<file path="src/rtl/cnt_event_logger.sv">
// Wrap and status-change event detector feeding a small record FIFO.
// Records are drained by a valid/ready consumer; drops set a sticky flag.
module cnt_event_logger #(
  parameter int DEPTH  = 4,
  parameter int WRAP_W = 8
) (
  input  logic              clk,
  input  logic              rst,
  input  logic [7:0]        cnt_in,
  input  logic [1:0]        cc_in,
  output logic              evt_valid,
  input  logic              evt_ready,
  output logic [15:0]       evt_data,
  output logic [WRAP_W-1:0] wraps,
  output logic              overflow
);

  localparam int AW = $clog2(DEPTH);
  localparam int PW = AW + 1;

  logic [7:0]        r_prev_cnt;
  logic [1:0]        r_prev_cc;
  logic              r_prev_valid;
  logic [WRAP_W-1:0] r_wraps;
  logic              r_ovf;
  logic [PW-1:0]     r_wr;
  logic [PW-1:0]     r_rd;
  logic [15:0]       r_mem [DEPTH];

  logic              w_wrap;
  logic              w_cc;
  logic              w_evt;
  logic [WRAP_W-1:0] w_wraps_nxt;
  logic [15:0]       w_rec;
  logic              w_empty;
  logic              w_full;
  logic              w_pop;
  logic              w_push;
  logic              w_drop;

  // Only an exact FF->00 step is a wrap; larger jumps are ignored.
  assign w_wrap = !rst && r_prev_valid &&
                  (r_prev_cnt == 8'hFF) && (cnt_in == 8'h00);
  assign w_cc   = !rst && r_prev_valid && (cc_in != r_prev_cc);
  assign w_evt  = w_wrap || w_cc;

  assign w_wraps_nxt = r_wraps + WRAP_W'(w_wrap);
  assign w_rec = {w_cc, w_wrap, cc_in, w_wraps_nxt[3:0], cnt_in};

  assign w_empty = (r_wr == r_rd);
  assign w_full  = (r_wr[AW-1:0] == r_rd[AW-1:0]) &&
                   (r_wr[AW] != r_rd[AW]);

  // A pop frees the slot the same-cycle push needs when full.
  assign w_pop  = !rst && !w_empty && evt_ready;
  assign w_push = w_evt && (!w_full || w_pop);
  assign w_drop = w_evt && w_full && !w_pop;

  always_ff @(posedge clk) begin
    if (rst) begin
      r_prev_cnt   <= 8'h00;
      r_prev_cc    <= 2'b00;
      r_prev_valid <= 1'b0;
      r_wraps      <= '0;
      r_ovf        <= 1'b0;
      r_wr         <= '0;
      r_rd         <= '0;
    end else begin
      r_prev_cnt   <= cnt_in;
      r_prev_cc    <= cc_in;
      r_prev_valid <= 1'b1;
      r_wraps      <= w_wraps_nxt;
      if (w_drop) r_ovf <= 1'b1;
      if (w_push) r_wr <= r_wr + PW'(1);
      if (w_pop)  r_rd <= r_rd + PW'(1);
    end
  end

  always_ff @(posedge clk) begin
    if (w_push) r_mem[r_wr[AW-1:0]] <= w_rec;
  end

  assign evt_valid = !w_empty;
  assign evt_data  = r_mem[r_rd[AW-1:0]];
  assign wraps     = r_wraps;
  assign overflow  = r_ovf;

endmodule

</file>
<file path="config.mk">
export PLATFORM = sky130hd
export DESIGN_NAME = cnt_event_logger
export DESIGN_NICKNAME = d
export VERILOG_FILES = /design/src/rtl/cnt_event_logger.sv
export SDC_FILE = /design/constraint.sdc
export NUM_CORES = 1
export LEC_CHECK = 0
export ABC_CLOCK_PERIOD_IN_PS = 2400
export BUFFER_PORTS_ARGS = -buffer_cell sky130_fd_sc_hd__buf_2
export CAP_MARGIN = 5
export CORE_MARGIN = 10
export CORE_UTILIZATION = 43
export CTS_CLUSTER_SIZE = 40
export DETAILED_ROUTE_END_ITERATION = 12
export SKIP_CTS_REPAIR_TIMING = 1
export SKIP_LAST_GASP = 1
export SYNTH_ARGS = -nofsm -noshare
export SYNTH_HDL_FRONTEND = slang
export SYNTH_SLANG_ARGS = --single-unit
</file>
<file path="constraint.sdc">
create_clock -name clk -period 2.4 [get_ports clk]
set_clock_uncertainty 0.1 [all_clocks]
set_input_delay 0.12 -clock clk [delete_from_list [all_inputs] [get_ports clk]]
set_output_delay 0.12 -clock clk [all_outputs]
set_load 0.005 [all_outputs]
</file>
==> flow_summary.json <==
{
  "outcome": "complete, but fails checks",
  "violations": "hold timing",
  "relSlewSlack_pct": 70.9,
  "placed_cell_area_mm2": 0.00386,
  "final_cell_mix": "64 x edfxtp_1, 38 x buf_2, 28 x dfxtp_1, 16 x mux4_2",
  "drive_gt1_share_pct": 31.7,
  "numCtsBuffers": 9,
  "p_int_uw": 2480,
  "fp-row-count": 32,
  "n_fill_cell": 657,
  "die_w_um": 110,
  "synth_fp_nets": 221,
  "synth_area_per_cell_um2": 17.2,
  "arrival_ns": 2.10,
  "p_clk_share_pct": 36.2,
  "postRouteAntennaNets": 0,
  "grt_max_degree": 17,
  "startpoint_type": "input port",
  "switching_power_uw": 659,
  "dp_slack_ns": 0.379,
  "switching_share_pct": 21.0,
  "place_congestion": 0.718,
  "final_area_mm2": 0.00419,
  "seqPwrFrac_pct": 55.4,
  "layout_commonest_cell": "edfxtp_1",
  "drv_cap": 0,
  "end_kind": "register",
  "fin_ws_ns": 0.232,
  "hold_path_class": "in -> reg",
  "htreeDepth": 3,
  "synth_cell_types": 32,
  "comb_power_share_pct": 8.4,
  "whs_ns": -0.00744,
  "syn_area_mm2": 0.00348,
  "finalSetupTns_ns": 0,
  "dieArea_mm2": 0.0121,
  "yosysWarnings": 0,
  "cp.required_ns": 2.33,
  "avgViaCountPerCell": 5.07,
  "syn2layout_area_growth_pct": 20.3,
  "core_mm2": 0.00781,
  "n_antenna_cell": 0,
  "slew_viol_final": 0,
  "clk-insertion-delay-late_ns": 0.35,
  "grt_pass1_vias": 1978,
  "num_vias": 1890,
  "fin_crit_ns": 2.17,
  "gr-usage-all-layers_pct": 11.9,
  "drt_iter0_drc": 105,
  "irDropWorstVdd_uv": 348,
  "grt_pass1_wl_mm": 10.7,
  "cts_sinks": 92,
  "floorplan.initialDensity_pct": 44.6,
  "cts-root-buf": "clkbuf_8",
  "firstDrtPassIters": 4,
  "critPathKind": "in -> reg",
  "fin_nets": 285,
  "hpwl_mm": 4.48,
  "rsz0062_at_grt": "no",
  "synthCells": 202,
  "grt_overflow_total": 0,
  "finalWirelength_mm": 6.57,
  "hold_viol": 2,
  "crit_fanout": 16,
  "synthFlopType": "edfxtp_1",
  "wire_per_inst_um": 17.6,
  "grt_antenna_before_repair": 0,
  "cts_tree": "done",
  "p_per_area_mw_per_mm2": 749,
  "ys_seq_elements": 92,
  "ioPinCount": 39,
  "synth_seq_area_share_pct": 71.3,
  "worstMarginPinSlew_ns": 0.433,
  "setup_viol": 0,
  "power.leakage_uw": 0.00156,
  "remaining_drc_errors": 0,
  "synth_async_sr_flop_share_pct": 0,
  "fin_cells": 373,
  "synth-edff-count": 64,
  "fmax_mhz": 461,
  "clkTransAtPathRegs_ns": 0.09,
  "dp.cells": 347,
  "post-route-period-util_pct": 90.3,
  "clk_path_buf_depth": 2,
  "die_y_um": 110,
  "portBuffers": 38
}
-- critical path, stage by stage --
cell and delay [ns]:
dlygate4sd3_1 0.54, buf_2 0.16, nor4b_4 0.29, nand3_2 0.16, o21bai_1 0.36, and3_1 0.21
buf_4 0.25
-- through the flow --
| stage | power (uW) | utilization, % |
|---|---|---|
| final | 3140 | 53.7 |
| after detailed placement | 2040 | 49.5 |
| after CTS | 3170 | 52.4 |
| after global routing | 3280 | 53.7 |
| after global placement | 2030 | 49.5 |
| after floorplan | 1930 | - |
-- cell type report --
class | instances | area [um2] | area share [%]
Tap cell | 102 | 128 | 3.05
Clock inverter | 5 | 85.1 | 2.03
Inverter | 4 | 15.0 | 0.358
Sequential cell | 92 | 2480 | 59.3
Timing Repair Buffer | 59 | 373 | 8.90
Clock buffer | 11 | 141 | 3.38
Multi-Input combinational cell | 100 | 965 | 23.0
-- synth_stat cells (all sizes together) (4+ instances only) --
library cell	count	area share, %
dfxtp	28	16
nand3	11	1.9
and2	4	0.72
xor2	9	2.3
nand2	5	0.54
a21oi	5	0.72
edfxtp	64	55
clkbuf	4	0.43
and3	4	0.72
ha	6	2.2
mux4	16	10
inv	4	0.43
xnor2	4	1.0
nor2b	11	2.0
nor2	8	0.86
-- power groups by stage --
stage / Sequential, uW / Combinational, uW / Clock, uW
global route: 1740 / 294 / 1240
global placement: 1780 / 255 / 0
CTS: 1740 / 261 / 1170
finish: 1740 / 262 / 1140
detailed placement: 1780 / 259 / 0
floorplan: 1770 / 158 / 0
-- kinds of logic after synthesis --
family,after synthesis,synth area share [%]
flip-flops,92,71.3
AND/OR/NAND/NOR,51,9.02
multiplexers,17,10.6
AO/OA/AOI/OAI,13,2.48
XOR/XNOR,13,3.27
buffers and inverters,10,1.15
adder cells (fa/ha/maj),6,2.16
-- per-layer routing --
| metal | part of all wire [%] | global-route usage [%] | routed length [um] | vias to the layer above |
|---|---|---|---|---|
| li1 | - | - | - | 896 |
| met1 | 43 | 14.9 | 2850 | 952 |
| met2 | 51 | 19.4 | 3380 | 32 |
| met3 | 3.6 | 2.55 | 239 | 10 |
| met4 | 1.6 | 5.30 | 104 | 0 |
| met5 | 0 | 0 | 0 | - |
-- registers in the layout (all words and copies together), names as in the netlist, named ones only --
register      cells
r_prev_cc         2
r_prev_valid      1
wraps             8
r_rd              3
r_wr              3
r_prev_cnt        8
overflow          1
r_mem            64
-- path summary, 6_finish.rpt --
check	endpoint	cells after the start	startpoint	slack, ns
worst min register to register	wraps[5]	1	wraps[5]	0.39
worst max register to register	r_mem[1][2]	5	r_prev_cnt[0]	0.48
worst max-delay path	r_mem[1][2]	7	cnt_in[0]	0.23
worst min-delay path	register	3	evt_ready	-0.007
No activity file was read; power rests on OpenSTA's default activity.
